**src/rtl/scan_decoder_pkg.sv**
```systemverilog
// scan_decoder_pkg -- shared types and helpers for the scan decoder.
//   state_t : FSM state encoding (IDLE, DIRECT, SCAN).
//   onehot  : returns a vector with only bit idx set, or all-zero when idx is
//             outside the 2**w_bits output range. The result is ONEHOT_MAX bits
//             wide; callers cast it down to their own output width.
package scan_decoder_pkg;

   typedef enum logic [1:0] {
      IDLE   = 2'd0,
      DIRECT = 2'd1,
      SCAN   = 2'd2
   } state_t;

   // Widest select the helper supports.
   localparam int MAX_W_BITS = 8;
   localparam int ONEHOT_MAX = 2 ** MAX_W_BITS;

   function automatic logic [ONEHOT_MAX-1:0] onehot(input logic [MAX_W_BITS-1:0] idx,
                                                    input int unsigned           w_bits);
      logic [ONEHOT_MAX-1:0] r;
      r = '0;
      if (32'(idx) < (32'd1 << w_bits))
         r[idx] = 1'b1;
      return r;
   endfunction

endpackage

```
**src/rtl/scan_decoder_if.sv**
```systemverilog
// scan_decoder_if -- select/enable inputs and decoded outputs of scan_decoder.
//   W    : direct select index            (master -> slave)
//   En   : enable, 0 forces outputs low   (master -> slave)
//   mode : 0 direct decode, 1 auto-scan   (master -> slave)
//   Y    : registered one-hot output      (slave -> master)
//   idx  : index currently driven on Y    (slave -> master)
//   wrap : one-cycle pulse on scan wrap   (slave -> master)
interface scan_decoder_if #(
   parameter int W_BITS = 3
);
   logic [W_BITS-1:0]      W;
   logic                   En;
   logic                   mode;
   logic [2**W_BITS-1:0]   Y;
   logic [W_BITS-1:0]      idx;
   logic                   wrap;

   modport master (output W, En, mode, input Y, idx, wrap);
   modport slave  (input W, En, mode, output Y, idx, wrap);
endinterface

```
**src/rtl/dwell_counter.sv**
```systemverilog
// dwell_counter -- counts 0..DWELL-1 while en is high, then wraps to 0.
//   clk : rising-edge clock
//   rst : synchronous active-high reset, clears the count
//   clr : synchronous clear, clears the count
//   en  : advance the count this cycle (hold otherwise)
//   tc  : high when en is set and the count sits at DWELL-1, i.e. the
//         edge that returns the count to 0
module dwell_counter #(
   parameter int DWELL = 4
) (
   input  logic clk,
   input  logic rst,
   input  logic clr,
   input  logic en,
   output logic tc
);
   localparam int CW = (DWELL > 1) ? $clog2(DWELL) : 1;
   localparam logic [CW-1:0] LAST = CW'(DWELL - 1);

   logic [CW-1:0] cnt_p0;

   assign tc = en && (cnt_p0 == LAST);

   always_ff @(posedge clk) begin
      if (rst || clr)
         cnt_p0 <= '0;
      else if (en) begin
         if (cnt_p0 == LAST)
            cnt_p0 <= '0;
         else
            cnt_p0 <= cnt_p0 + 1'b1;
      end
   end
endmodule

```
**src/rtl/scan_decoder.sv**
```systemverilog
// scan_decoder -- registered one-hot decoder with optional auto-scan.
//   clk : rising-edge clock
//   rst : synchronous active-high reset
//   bus : scan_decoder_if slave (W, En, mode in; Y, idx, wrap out)
// Parameters: W_BITS select width (Y is 2**W_BITS wide), DWELL cycles per
// scan position (1..65535).
// Build option: define SCAN_DECODER_SCAN_EN to compile in the SCAN state,
// the dwell counter and the wrap pulse. Without it, mode is ignored, the FSM
// only uses IDLE/DIRECT and wrap is tied low.
module scan_decoder
   import scan_decoder_pkg::*;
#(
   parameter int W_BITS = 3,
   parameter int DWELL  = 4
) (
   input  logic          clk,
   input  logic          rst,
   scan_decoder_if.slave bus
);
   localparam int OUT_W = 2 ** W_BITS;

   state_t              state_p0, ns;
   logic [W_BITS-1:0]   idx_p0, idx_n;
   logic [OUT_W-1:0]    y_p0, y_n;
   logic                wrap_p0, wrap_n;

`ifdef SCAN_DECODER_SCAN_EN
   logic                cnt_clr, cnt_en, cnt_tc;
   logic [W_BITS-1:0]   idx_inc;

   assign idx_inc = idx_p0 + 1'b1;

   dwell_counter #(.DWELL(DWELL)) u_dwell (
      .clk (clk),
      .rst (rst),
      .clr (cnt_clr),
      .en  (cnt_en),
      .tc  (cnt_tc)
   );
`else
   logic unused_mode;
   assign unused_mode = bus.mode;
`endif

   always_comb begin
      idx_n  = idx_p0;
      wrap_n = 1'b0;
      y_n    = '0;
`ifdef SCAN_DECODER_SCAN_EN
      cnt_clr = 1'b0;
      cnt_en  = 1'b0;
      ns = bus.En ? (bus.mode ? SCAN : DIRECT) : IDLE;
`else
      ns = bus.En ? DIRECT : IDLE;
`endif
      case (ns)
         DIRECT: idx_n = bus.W;
`ifdef SCAN_DECODER_SCAN_EN
         SCAN: begin
            if (state_p0 != SCAN) begin
               // Fresh entry (also after IDLE): restart from W with a full dwell.
               idx_n   = bus.W;
               cnt_clr = 1'b1;
            end else begin
               cnt_en = 1'b1;
               if (cnt_tc) begin
                  idx_n  = idx_inc;
                  wrap_n = (idx_inc == '0);
               end
            end
         end
`endif
         default: idx_n = idx_p0;   // IDLE: index frozen, outputs low
      endcase
      if (ns != IDLE)
         y_n = OUT_W'(onehot(MAX_W_BITS'(idx_n), W_BITS));
   end

   // Output register stage: every output comes from a flop.
   always_ff @(posedge clk) begin
      if (rst) begin
         state_p0 <= IDLE;
         idx_p0   <= '0;
         y_p0     <= '0;
         wrap_p0  <= 1'b0;
      end else begin
         state_p0 <= ns;
         idx_p0   <= idx_n;
         y_p0     <= y_n;
         wrap_p0  <= wrap_n;
      end
   end

   assign bus.Y    = y_p0;
   assign bus.idx  = idx_p0;
   assign bus.wrap = wrap_p0;
endmodule
```
**src/flat_wrapper.sv**
```systemverilog
// flat-port wrapper written by rule: the top's interface ports become plain ports
module scan_decoder_flat import scan_decoder_pkg::*;
#(
   parameter int W_BITS = 3,
   parameter int DWELL  = 4
)
  (clk, rst, bus_W, bus_En, bus_mode, bus_Y, bus_idx, bus_wrap);
  scan_decoder_if #(.W_BITS(W_BITS)) bus_i ();
  input  logic clk;
  input  logic rst;
  input wire logic [$bits(bus_i.W)-1:0] bus_W;
  input wire logic [$bits(bus_i.En)-1:0] bus_En;
  input wire logic [$bits(bus_i.mode)-1:0] bus_mode;
  output wire logic [$bits(bus_i.Y)-1:0] bus_Y;
  output wire logic [$bits(bus_i.idx)-1:0] bus_idx;
  output wire logic [$bits(bus_i.wrap)-1:0] bus_wrap;
  assign bus_i.W = bus_W;
  assign bus_i.En = bus_En;
  assign bus_i.mode = bus_mode;
  assign bus_Y = bus_i.Y;
  assign bus_idx = bus_i.idx;
  assign bus_wrap = bus_i.wrap;
  scan_decoder #(.W_BITS(W_BITS), .DWELL(DWELL)) u_core (.clk(clk), .rst(rst), .bus(bus_i));
endmodule
```
**config.mk**
```make
export PLATFORM = sky130hd
export DESIGN_NAME = scan_decoder_flat
export DESIGN_NICKNAME = d
export VERILOG_FILES = /design/src/rtl/scan_decoder_pkg.sv /design/src/rtl/scan_decoder_if.sv /design/src/rtl/dwell_counter.sv /design/src/rtl/scan_decoder.sv /design/src/flat_wrapper.sv
export SDC_FILE = /design/constraint.sdc
export NUM_CORES = 1
export LEC_CHECK = 0
export ABC_AREA = 1
export BUFFER_PORTS_ARGS = -buffer_cell sky130_fd_sc_hd__buf_4
export CORE_AREA = 2 2 39 41
export DETAILED_ROUTE_END_ITERATION = 7
export DIE_AREA = 0 0 41 43
export SETUP_SLACK_MARGIN = 0.1
export SYNTH_ARGS = -nofsm -noshare
export SYNTH_HDL_FRONTEND = slang
export SYNTH_SLANG_ARGS = --single-unit
```
**constraint.sdc**
```tcl
create_clock -name clk -period 0.8 [get_ports clk]
set_input_delay 0.16 -clock clk [delete_from_list [all_inputs] [get_ports clk]]
set_output_delay 0.16 -clock clk [all_outputs]
set_load 0.02 [all_outputs]
```
# After elaboration in Yosys (flattened, before gate mapping)
# Index checks and enable logic that the tools add are counted.
[totals]
ff_bits = 11
[classes]
magnitude_cmp = 2
n_eq_ne = 1
mux = 4
bitwise = 1
n_reduce_logical = 3
[ops]
columns = ["operator", "n"]
rows = [
  ["3-bit by 9-bit < comparator with 1-bit output (second input constant)", 1],
  ["1-bit demux with 3-bit select", 1],
  ["3-bit by 1-bit >= comparator with 1-bit output (second input constant)", 1],
  ["3-bit 2-to-1 mux", 1],
  ["2-bit by 1-bit equality test with 1-bit output (second input constant)", 1],
  ["1-bit 2-to-1 mux", 2],
  ["2-bit nonzero test", 1],
  ["2-bit OR reduction", 1],
  ["1-bit logical AND", 1],
  ["1-bit NOT", 1],
]

# Depth between registers and ports, before layout
# Gate-level depths: netlist (run 1).
[logic_depth]
depth_word = 7
depth_mapped = 5
mapped_depth_nobuf = 5

# Worst setup path before layout (run 1)
# No wires, ideal clock.
[synth_path]
kind = "flip-flop to flip-flop"
start = "register u_core.idx_p0[1] (netlist: u_core.bus.idx[1])"
end = "register u_core.y_p0[1] (netlist: u_core.bus.Y[1])"
setup_time_ns = 0.113
t_arrival_ns = 0.727
path_slack_ns = -0.040
stages_incl_launch_ff = 6
period_less_slack_ns = 0.840
path_cell_list = "dfxtp_1 inv_1 nand2_1 nand2_1 nand2_1 nor2_1"
[synth_via]
elab_chain_cells = 5
word_cells_on_any_way = 6
cone_classes = "order compare (2); mux (3); reduce/logical (1)"
[synth_lines]
columns = ["item", "line", "source"]
rows = [
  ["start, declared", "scan_decoder.sv:23", "logic [W_BITS-1:0] idx_p0, idx_n;"],
  ["start signal, assigned", "scan_decoder.sv:88", "idx_p0 <= idx_n;"],
  ["3-bit 2-to-1 mux *", "scan_decoder.sv:56", "case (ns)"],
  ["3-bit by 9-bit < comparator with 1-bit output (implied by the code) or 3-bit by 1-bit >= comparator with 1-bit output (tied branches)", "scan_decoder_pkg.sv:23", "r[idx] = 1'b1;"],
  ["1-bit logical AND (implied by the code)", "scan_decoder_pkg.sv:23", ""],
  ["1-bit 2-to-1 mux (implied by the code)", "scan_decoder_pkg.sv:23", ""],
  ["1-bit demux with 3-bit select *", "-", ""],
  ["end signal, assigned", "scan_decoder.sv:89", "y_p0 <= y_n;"],
  ["end, declared", "scan_decoder.sv:24", "logic [OUT_W-1:0] y_p0, y_n;"],
]
# Mark *: on every way between the ends. The rest lies on a longest branch, timed or not.
# A chain may end at the register's enable or synchronous reset.

# Final worst setup path (run 1)
[layout_path]
start = "register u_core.idx_p0[2] (netlist: u_core.bus.idx[2])"
end = "output bus_idx[2]"
[layout_rtl]
columns = ["item", "line", "source"]
rows = [
  ["end, declared", "flat_wrapper.sv:15", "output wire logic [$bits(bus_i.idx)-1:0] bus_idx;"],
]
# No word-level cell between the ends.

==> impl_metrics.py, run 1 <==
metrics = {
    "critical_path": {
        "r2r_setup_slack_ns": -0.06,
        "worstPathRequired_ns": 0.64,
        "crit_slowest_cell": "dfxtp_4",
        "path_depth": 1,
        "crit_path_end_kind": "output pin",
        "worst_r2r_path_depth": 6,
        "crit_start": "u_core.bus.idx[2]",
        "reg2reg_to": "u_core.bus.Y[4]",
        "timing.rr.start": "u_core.bus.idx[1]",
        "crit_buf_inv": 1,
        "path_cells": "buf_6",
        "worstSetupPathType": "reg2out",
        "max_stage_delay_ns": 0.35,
        "cp-endpoint": "bus_idx[2]",
        "critPathArrivalTime_ns": 0.74,
        "path_delay_family": "flip-flops",
        "critical_path.max_fanout": 3,
        "cp-start-kind": "flop",
    },
    "pwr": {
        "internal_power_mw": 0.846,
        "pwr-share-seq": 0.500,
        "power.share.clock": 0.322,
        "powerDensity_nw_per_um2": 1700,
        "ir_drop_uv": 772,
        "power_leakage_nw": 0.328,
        "swShare": 0.266,
        "switchingPower_mw": 0.307,
        "comb_power_share": 0.178,
        "power_mw": 1.15,
    },
    "placed_design": {
        "port_buffers": 16,
        "hpwlAfterDp_um": 566,
        "gp_congestion": 0.735,
        "dp.cells": 82,
        "postPlaceCellArea_um2": 527,
        "detailedPlace.worstSlack_ns": -0.0215,
    },
    "finish": {
        "final_nets": 79,
        "drive_above_1_share": 0.718,
        "diodes": 0,
        "fin_area_um2": 677,
        "stdcell_count": 87,
        "areaGrowthSynthToFinish_pct": 75.1,
    },
    "synth": {
        "synthArstFlopShare": 0,
        "synthXorXnorAreaFrac": 0,
        "synthDistinctLibCells": 9,
        "synthTopCellsByArea": "dfxtp_1 57%, nand2_1 17%, nor2_1 11%",
        "synth_cells": 51,
        "synth_simple_gate_area_frac": 0.343,
        "ys_warn_count": 0,
        "synthFlopType": "dfxtp_1",
        "synth_area_per_cell_um2": 7.58,
        "yosysSeqAreaShare": 0.570,
        "yosys.area_share.adder": 0,
        "synth_mux_area_frac": 0,
        "synth_common_cells": "18 x nand2_1, 11 x dfxtp_1, 11 x nor2_1",
        "synth_top_family_by_area": "simple AND/OR/NAND/NOR gates",
        "ys_seq_elements": 11,
        "synth_edf_count": 0,
        "netlist_area_um2": 387,
        "synth_compound_area_frac": 0,
        "synth.most_common_cell": "nand2_1",
        "synth_fp_nets": 58,
        "yosysTopAreaCell": "dfxtp_1",
        "synth_top_area_frac": 0.570,
    },
    "timing": {
        "drv_slew": 0,
        "finalSetupViolCount": 15,
        "setup_slack_ns": -0.105,
        "grt_setup_unrepaired": "yes",
        "min_period_ns": 0.905,
        "timing.fmax_ghz": 1.11,
        "period_share": 1.13,
        "fin_hold_ws_ns": 0.0793,
        "worst_clock_skew_ns": 0.00228,
        "hold_violations": 0,
    },
    "route": {
        "wl_per_cell_um": 9.52,
        "via_count": 343,
        "drc": 0,
        "viasPerCell": 3.94,
        "drt-total-wl_um": 828,
        "drt_pass1_iterations": 3,
        "ant_nets": 0,
        "drtIter0Drc": 3,
    },
    "global_routing": {
        "grt_pass1_vias": 316,
        "grt_max_degree": 7,
        "overflow": 0,
        "grt_pass1_wl_um": 1240,
        "antenna_found_initial": 0,
        "grtUsageTotal": 0.111,
    },
    "die": {
        "coreArea_um2": 1380,
        "die_area_um2": 1760,
        "rows": 14,
        "start_util": 0.279,
        "die_w_um": 41,
        "fp.dieH_um": 43,
        "io-pin-count": 19,
    },
    "clock_network": {
        "ctsHoldBuffers": 0,
        "clock_path_buffers": 2,
        "cts_buffers": 3,
        "root_buffer": "clkbuf_4",
        "clkSlewWorstSetupHoldPaths_ns": 0.07,
        "htreeDepth": 1,
        "cts.sinks": 11,
        "insertion_delay_ns": 0.26,
        "cts_tree": "yes",
    },
    "min_path": {
        "hp-class": "in2reg",
        "min-delay-start": "rst",
    },
    "status": {
        "status": "complete, but fails checks",
        "violations": "negative setup slack",
    },
    "run": {
        "drv_cap": 0,
    },
}
-- kinds of logic after synthesis --
group | Yosys count
flip-flops | 11
other | 1
buffers and inverters | 7
AND/OR/NAND/NOR | 32
-- worst min path at each step --
stage / end / slack [ns] / cells after the start
5_1_grt: u_core.bus.idx[2] / 0.08 / 2
2_1_floorplan: u_core.bus.idx[1] / 0.22 / 1
3_3_place_gp: u_core.bus.idx[1] / 0.36 / 2
4_1_cts: u_core.bus.idx[1] / 0.06 / 2
6_report: u_core.bus.idx[2] / 0.08 / 2
3_5_place_dp: u_core.bus.idx[2] / 0.36 / 2
-- power by group through the flow --
| stage | combinational, mW | clock (mW) | sequential [mW] |
|---|---|---|---|
| final | 0.205 | 0.372 | 0.577 |
| after global routing | 0.224 | 0.412 | 0.578 |
| after CTS | 0.186 | 0.393 | 0.576 |
| after detailed placement | 0.145 | 0 | 0.585 |
| after global placement | 0.144 | 0 | 0.584 |
| after floorplan | 0.0634 | 0 | 0.606 |
-- metrics by stage --
step / util / setup TNS (ns)
floorplan: - / 0
global placement: 0.381 / -0.0531
detailed placement: 0.381 / -0.0560
CTS: 0.467 / -1.02
global route: 0.489 / -1.46
finish: 0.489 / -0.912
-- layer usage --
metal | GRT usage | up-vias | share of wire
met5 | 0 | - | 0
li1 | - | 185 | -
met3 | 0.0524 | 0 | 0.065
met1 | 0.107 | 148 | 0.35
met4 | 0.0600 | 0 | 0
met2 | 0.181 | 10 | 0.58
-- layout make-up --
type	instances	area, um2
Timing Repair Buffer	17	173
Clock buffer	4	26.3
Sequential cell	11	239
Multi-Input combinational cell	33	196
Fill cell	138	707
Tap cell	16	20.0
Inverter	6	22.5
-- flip-flops by register name (all words and copies together) (netlist names) --
name / cells
u_core.bus.idx: 3
u_core.bus.Y: 8
-- cells in the final DEF, fill, tap and decap left out --
cell type | Yosys | layout
buf_4 | 1 | 5
buf_6 | 0 | 12
clkbuf_1 | 0 | 1
clkbuf_4 | 0 | 3
conb_1 | 1 | 1
dfxtp_2 | 0 | 9
dfxtp_4 | 0 | 2
inv_1 | 5 | 3
inv_2 | 1 | 3
nand2_1 | 18 | 8
nand2_2 | 2 | 7
nand2_4 | 0 | 5
nor2_1 | 11 | 7
nor2_2 | 0 | 4
nor2_4 | 1 | 1
-- repair_timing --
| action | CTS | global route |
|---|---|---|
| pin swaps | 6 | 5 |
| endpoints found under the setup margin | 18 | 21 |
| setup buffers | 1 | 0 |
| gates resized for setup | 31 | 9 |
Note: power is estimated with default switching activity, not from simulation.
==> run 2: changes to the inputs <==
--- a/config.mk
+++ b/config.mk
@@ -5,7 +5,6 @@
 export SDC_FILE = /design/constraint.sdc
 export NUM_CORES = 1
 export LEC_CHECK = 0
-export ABC_AREA = 1
 export BUFFER_PORTS_ARGS = -buffer_cell sky130_fd_sc_hd__buf_4
 export CORE_AREA = 2 2 39 41
 export DETAILED_ROUTE_END_ITERATION = 7
==> run 2 against run 1 <==
Net effect:
- the run still ends with negative setup slack left
- synthesized cell count down 33%
- critical endpoint unchanged
- first-iteration DRC count up 100%
- largest cell class unchanged
- wire length down 20%
- sequential power about the same
- cell count down 17%
- critical path type unchanged
- die area unchanged
==> impl_metrics.py, run 2 <==
metrics = {
    "finish": {
        "final_nets": 64,
        "areaGrowthSynthToFinish_pct": 69.4,
        "diodes": 0,
        "largest_reg_flops": 8,
        "layout_commonest_cell": "buf_6",
        "fin_area_um2": 602,
        "drive_above_1_share": 0.661,
        "final_cell_mix": "12 x buf_6, 11 x dfxtp_2, 9 x buf_4",
        "utilization": 0.435,
    },
    "clock_network": {
        "clock_path_buffers": 2,
        "htreeDepth": 1,
        "insertion_delay_ns": 0.26,
        "cts_tree": "yes",
        "clkSlewWorstSetupHoldPaths_ns": 0.06,
        "root_buffer": "clkbuf_4",
        "cts.sinks": 11,
        "cts_buffers": 3,
    },
    "synth": {
        "synthTopCellsByArea": "dfxtp_1 62%, mux2i_1 5.6%, nor2_1 5.3%",
        "synth_cells": 34,
        "synth_fp_nets": 41,
        "synthArstFlopShare": 0,
        "yosysTopAreaCell": "dfxtp_1",
        "synthFlopType": "dfxtp_1",
        "synth_edf_count": 0,
        "yosysSeqAreaShare": 0.620,
        "synth_common_cells": "11 x dfxtp_1, 5 x nor2_1, 3 x nor3_1",
        "synth_area_per_cell_um2": 10.5,
        "ys_warn_count": 0,
        "ys_seq_elements": 11,
        "synth_top_area_frac": 0.620,
        "synth.most_common_cell": "dfxtp_1",
        "synthDistinctLibCells": 15,
        "netlist_area_um2": 355,
    },
    "critical_path": {
        "critPathArrivalTime_ns": 0.72,
        "worstSetupPathType": "reg2out",
        "worstPathRequired_ns": 0.64,
        "critical_path.max_fanout": 2,
        "max_stage_delay_ns": 0.34,
        "crit_slowest_cell": "dfxtp_2",
        "crit_path_end_kind": "output pin",
        "path_delay_family": "flip-flops",
        "path_cells": "buf_6",
        "cp-start-kind": "flop",
        "crit_buf_inv": 1,
    },
    "global_routing": {
        "antenna_found_initial": 0,
        "grt_max_degree": 7,
        "grt_pass1_wl_um": 1000,
        "overflow": 0,
        "grtUsageTotal": 0.0885,
        "grt_pass1_vias": 255,
    },
    "pwr": {
        "swShare": 0.224,
        "comb_power_share": 0.134,
        "internal_power_mw": 0.836,
        "power.share.clock": 0.332,
        "powerDensity_nw_per_um2": 1790,
        "ir_drop_uv": 730,
        "pwr-share-seq": 0.534,
        "switchingPower_mw": 0.242,
        "power_leakage_nw": 0.267,
    },
    "route": {
        "drc": 0,
        "drtIter0Drc": 6,
        "ant_nets": 0,
        "viasPerCell": 4.18,
        "via_count": 301,
        "drt-total-wl_um": 659,
        "wl_per_cell_um": 9.15,
        "drt_pass1_iterations": 4,
    },
    "run": {
        "drv_cap": 0,
    },
    "timing": {
        "hold_violations": 0,
        "grt_setup_unrepaired": "yes",
        "min_period_ns": 0.876,
        "period_share": 1.10,
        "worst_clock_skew_ns": 0,
        "drv_slew": 0,
        "timing.fmax_ghz": 1.14,
        "finalSetupViolCount": 11,
        "setup_slack_ns": -0.0761,
    },
    "placed_design": {
        "hpwlAfterDp_um": 545,
        "gp_congestion": 0.684,
        "port_buffers": 16,
        "detailedPlace.worstSlack_ns": -0.0511,
        "postPlaceCellArea_um2": 509,
    },
    "status": {
        "violations": "negative setup slack",
        "status": "complete, but fails checks",
    },
    "die": {
        "io-pin-count": 19,
        "rows": 14,
        "die_w_um": 41,
        "start_util": 0.257,
        "coreArea_um2": 1380,
        "fp.dieH_um": 43,
        "die_area_um2": 1760,
    },
    "min_path": {
        "hp-class": "in2reg",
    },
}
==> run 2: cell types whose count changed in the layout (fill, tap and decap cells not counted), moves of 3 or more <==
cell	delta
nand2_2	-7
nand2_4	-5
nor2_2	-4
nand2_1	-7
inv_2	-3
buf_4	+4
inv_1	-3
nor3_1	+3
==> run 2: final timing paths <==
check	slack [ns]	end	startpoint	depth (start not counted)
hold reg to reg	0.50	u_core.bus.idx[1]	u_core.bus.idx[1]	2
hold / removal	0.09	u_core.bus.idx[2]	rst	2
setup reg to reg	0.15	u_core.bus.idx[2]	u_core.bus.idx[2]	3
setup / recovery	-0.08	bus_idx[2]	u_core.bus.idx[2]	1
==> run 2: cell families after synthesis <==
family | count (synthesis) | share of synthesized area
AOI/OAI and AO/OA | 1 | 0.0141
other | 1 | 0.0106
and+or+nand+nor | 16 | 0.246
DFF | 11 | 0.620
buffers and inverters | 3 | 0.0528
muxes | 2 | 0.0563
==> run 2: routing by layer <==
layer	share of wire	global-route usage	vias up	wire length, um
li1	-	-	154	-
met1	0.44	0.0939	133	290
met2	0.45	0.122	14	296
met3	0.11	0.0419	0	72
met4	0	0.0800	0	0
met5	0	0	-	0
==> run 2: per-stage QoR <==
| step | total power, mW | hold WS (ns) | cells | setup TNS [ns] |
|---|---|---|---|---|
| 2_1_floorplan | 0.652 | 0.230 | 34 | 0 |
| 3_3_place_gp | 0.712 | 0.370 | 67 | -0.0791 |
| 3_5_place_dp | 0.712 | 0.369 | 67 | -0.0859 |
| 4_1_cts | 1.10 | 0.0779 | 72 | -0.787 |
| 5_1_grt | 1.14 | 0.0860 | 72 | -0.958 |
| 6_report | 1.08 | 0.0892 | 72 | -0.632 |
==> run 2: repair_timing <==
item | in CTS | in global routing
gates resized for setup | 21 | 2
endpoints found under the setup margin | 11 | 12
hold buffers | 0 | 0
pin swaps | 0 | 1
buffers inserted | 1 | 0
==> run 2: layout make-up <==
type                    instances  area (um2)
fillers                       132         782
multi-input cells              20         119
flip-flops and latches         11         234
clock buffers                   4        26.3
repair buffers                 21         203
well taps                      16        20.0
==> run 2: power groups by stage <==
stage                     registers (mW)  logic [mW]  clock network, mW
after floorplan                    0.600      0.0520                  0
after CTS                          0.574       0.144              0.383
after global routing               0.576       0.156              0.407
after detailed placement           0.582       0.131                  0
final                              0.575       0.145              0.358
after global placement             0.581       0.131                  0
==> run 3: changes to the inputs <==
--- a/config.mk
+++ b/config.mk
@@ -9,7 +9,6 @@
 export CORE_AREA = 2 2 39 41
 export DETAILED_ROUTE_END_ITERATION = 7
 export DIE_AREA = 0 0 41 43
-export SETUP_SLACK_MARGIN = 0.1
 export SYNTH_ARGS = -nofsm -noshare
 export SYNTH_HDL_FRONTEND = slang
 export SYNTH_SLANG_ARGS = --single-unit
==> run 3 against run 2 <==
Net effect:
- the flow still finishes with violations (negative setup slack)
- sequential cell count unchanged
- total power rose by 2.0%
- register-to-register slack lost 0.03 ns
- die area did not move
- count of clock-buffer cells in the layout unchanged
- non-clock buffer count grew 1
- via count increased by 2.3%
- clock power increased by 5.6%
- first-iteration DRC count unchanged
- sequential share of layout area shrank 0.24 points
- fmax about the same
- largest cell class unchanged
==> impl_metrics.py, run 3 (same netlist as run 2, synthesis figures left out) <==
metrics = {
    "finish": {
        "final_nets": 65,
        "drive_above_1_share": 0.667,
        "final_cell_mix": "11 x buf_4, 11 x buf_6, 11 x dfxtp_2",
        "multi_input_area_um2": 119,
        "seqCellArea_um2": 234,
        "nFillCells": 133,
        "areaGrowthSynthToFinish_pct": 70.4,
        "largest_reg_flops": 8,
        "diodes": 0,
    },
    "placed_design": {
        "gp_congestion": 0.665,
        "port_buffers": 16,
        "detailedPlace.worstSlack_ns": -0.0377,
    },
    "timing": {
        "drv_slew": 0,
        "setup_slack_ns": -0.0767,
        "min_period_ns": 0.877,
        "hold_violations": 0,
        "fin_hold_ws_ns": 0.0861,
        "grt_setup_unrepaired": "yes",
        "finalSetupViolCount": 11,
        "worst_clock_skew_ns": 0,
        "timing.fmax_ghz": 1.14,
        "period_share": 1.10,
    },
    "global_routing": {
        "overflow": 0,
        "grt_pass1_vias": 265,
        "grtUsageTotal": 0.0965,
        "antenna_found_initial": 0,
        "grt_max_degree": 7,
        "grt_pass1_wl_um": 1030,
    },
    "pwr": {
        "pwr-share-seq": 0.522,
        "ir_drop_uv": 528,
        "power_leakage_nw": 0.271,
        "power.share.clock": 0.344,
        "internal_power_mw": 0.838,
        "comb_power_share": 0.134,
        "switchingPower_mw": 0.261,
        "swShare": 0.237,
        "powerDensity_nw_per_um2": 1810,
    },
    "min_path": {
        "hp-class": "in2reg",
    },
    "die": {
        "die_area_um2": 1760,
        "io-pin-count": 19,
        "start_util": 0.257,
        "rows": 14,
        "coreArea_um2": 1380,
        "die_w_um": 41,
        "fp.dieH_um": 43,
    },
    "clock_network": {
        "clock_path_buffers": 2,
        "cts.sinks": 11,
        "insertion_delay_ns": 0.27,
        "cts_buffers": 3,
        "root_buffer": "clkbuf_4",
        "cts_tree": "yes",
        "ctsHoldBuffers": 0,
        "clkSlewWorstSetupHoldPaths_ns": 0.07,
        "htreeDepth": 1,
    },
    "run": {
        "drv_cap": 0,
    },
    "route": {
        "drc": 0,
        "drt_pass1_iterations": 4,
        "wl_per_cell_um": 9.70,
        "ant_nets": 0,
        "via_count": 308,
        "viasPerCell": 4.22,
        "drtIter0Drc": 6,
        "drt-total-wl_um": 708,
    },
    "critical_path": {
        "crit_slowest_cell": "dfxtp_2",
        "crit_buf_inv": 1,
        "crit_path_end_kind": "output pin",
        "max_stage_delay_ns": 0.32,
        "path_delay_family": "flip-flops",
        "cp-start-kind": "flop",
        "path_cells": "buf_6",
        "critPathArrivalTime_ns": 0.72,
        "worstSetupPathType": "reg2out",
        "critical_path.max_fanout": 2,
        "worstPathRequired_ns": 0.64,
    },
    "status": {
        "violations": "negative setup slack",
        "status": "complete, but fails checks",
    },
}
## run 3: cell count changes in the layout (fill, tap and decap cells not counted), sizes merged
| cell | previous run | this run |
|---|---|---|
| buf | 21 | 22 |
## run 3: path summary, 6_finish.rpt
check                           slack (ns)  cells past startpoint                end              start
worst min-delay path                  0.09                      2    u_core.bus.Y[0]                rst
worst min register to register        0.50                      2  u_core.bus.idx[1]  u_core.bus.idx[1]
worst max register to register        0.12                      3  u_core.bus.idx[2]  u_core.bus.idx[2]
worst max-delay path                 -0.08                      1         bus_idx[2]  u_core.bus.idx[2]
## run 3: metal layers
layer / part of all wire / vias to the layer above / wire length (um) / global-route usage
li1: - / 156 / - / -
met1: 0.37 / 133 / 265 / 0.0903
met2: 0.47 / 15 / 335 / 0.125
met3: 0.12 / 4 / 84 / 0.0524
met4: 0.030 / 0 / 21 / 0.120
met5: 0 / - / 0 / 0
## run 3: layout make-up
class	count	area share
sequential	11	0.386
timing repair buffer	22	0.341
multi-input combinational	20	0.196
clock buffer	4	0.0434
tap	16	0.0331
## run 3: through the flow
stage / std cells / util / cell area [um2] / setup TNS, ns / power [mW]
final: 73 / 0.438 / 606 / -0.746 / 1.10
after global routing: 73 / 0.438 / 606 / -1.03 / 1.15
after CTS: 73 / 0.436 / 603 / -0.854 / 1.12
after detailed placement: 68 / 0.373 / 517 / -0.0503 / 0.716
after global placement: 68 / 0.373 / 517 / -0.0535 / 0.716
after floorplan: 34 / - / 362 / 0 / 0.650
## run 3: what timing repair did
item | CTS | global route
buffers inserted | 1 | 0
endpoints found under the setup margin | 11 | 11
gates resized for setup | 20 | 2
## run 3: power groups by stage
stage / Combinational (mW) / Sequential (mW) / Clock, mW
after global placement: 0.135 / 0.581 / 0
after global routing: 0.158 / 0.575 / 0.417
after floorplan: 0.0494 / 0.600 / 0
after detailed placement: 0.134 / 0.582 / 0
after CTS: 0.148 / 0.574 / 0.394
final: 0.147 / 0.574 / 0.378
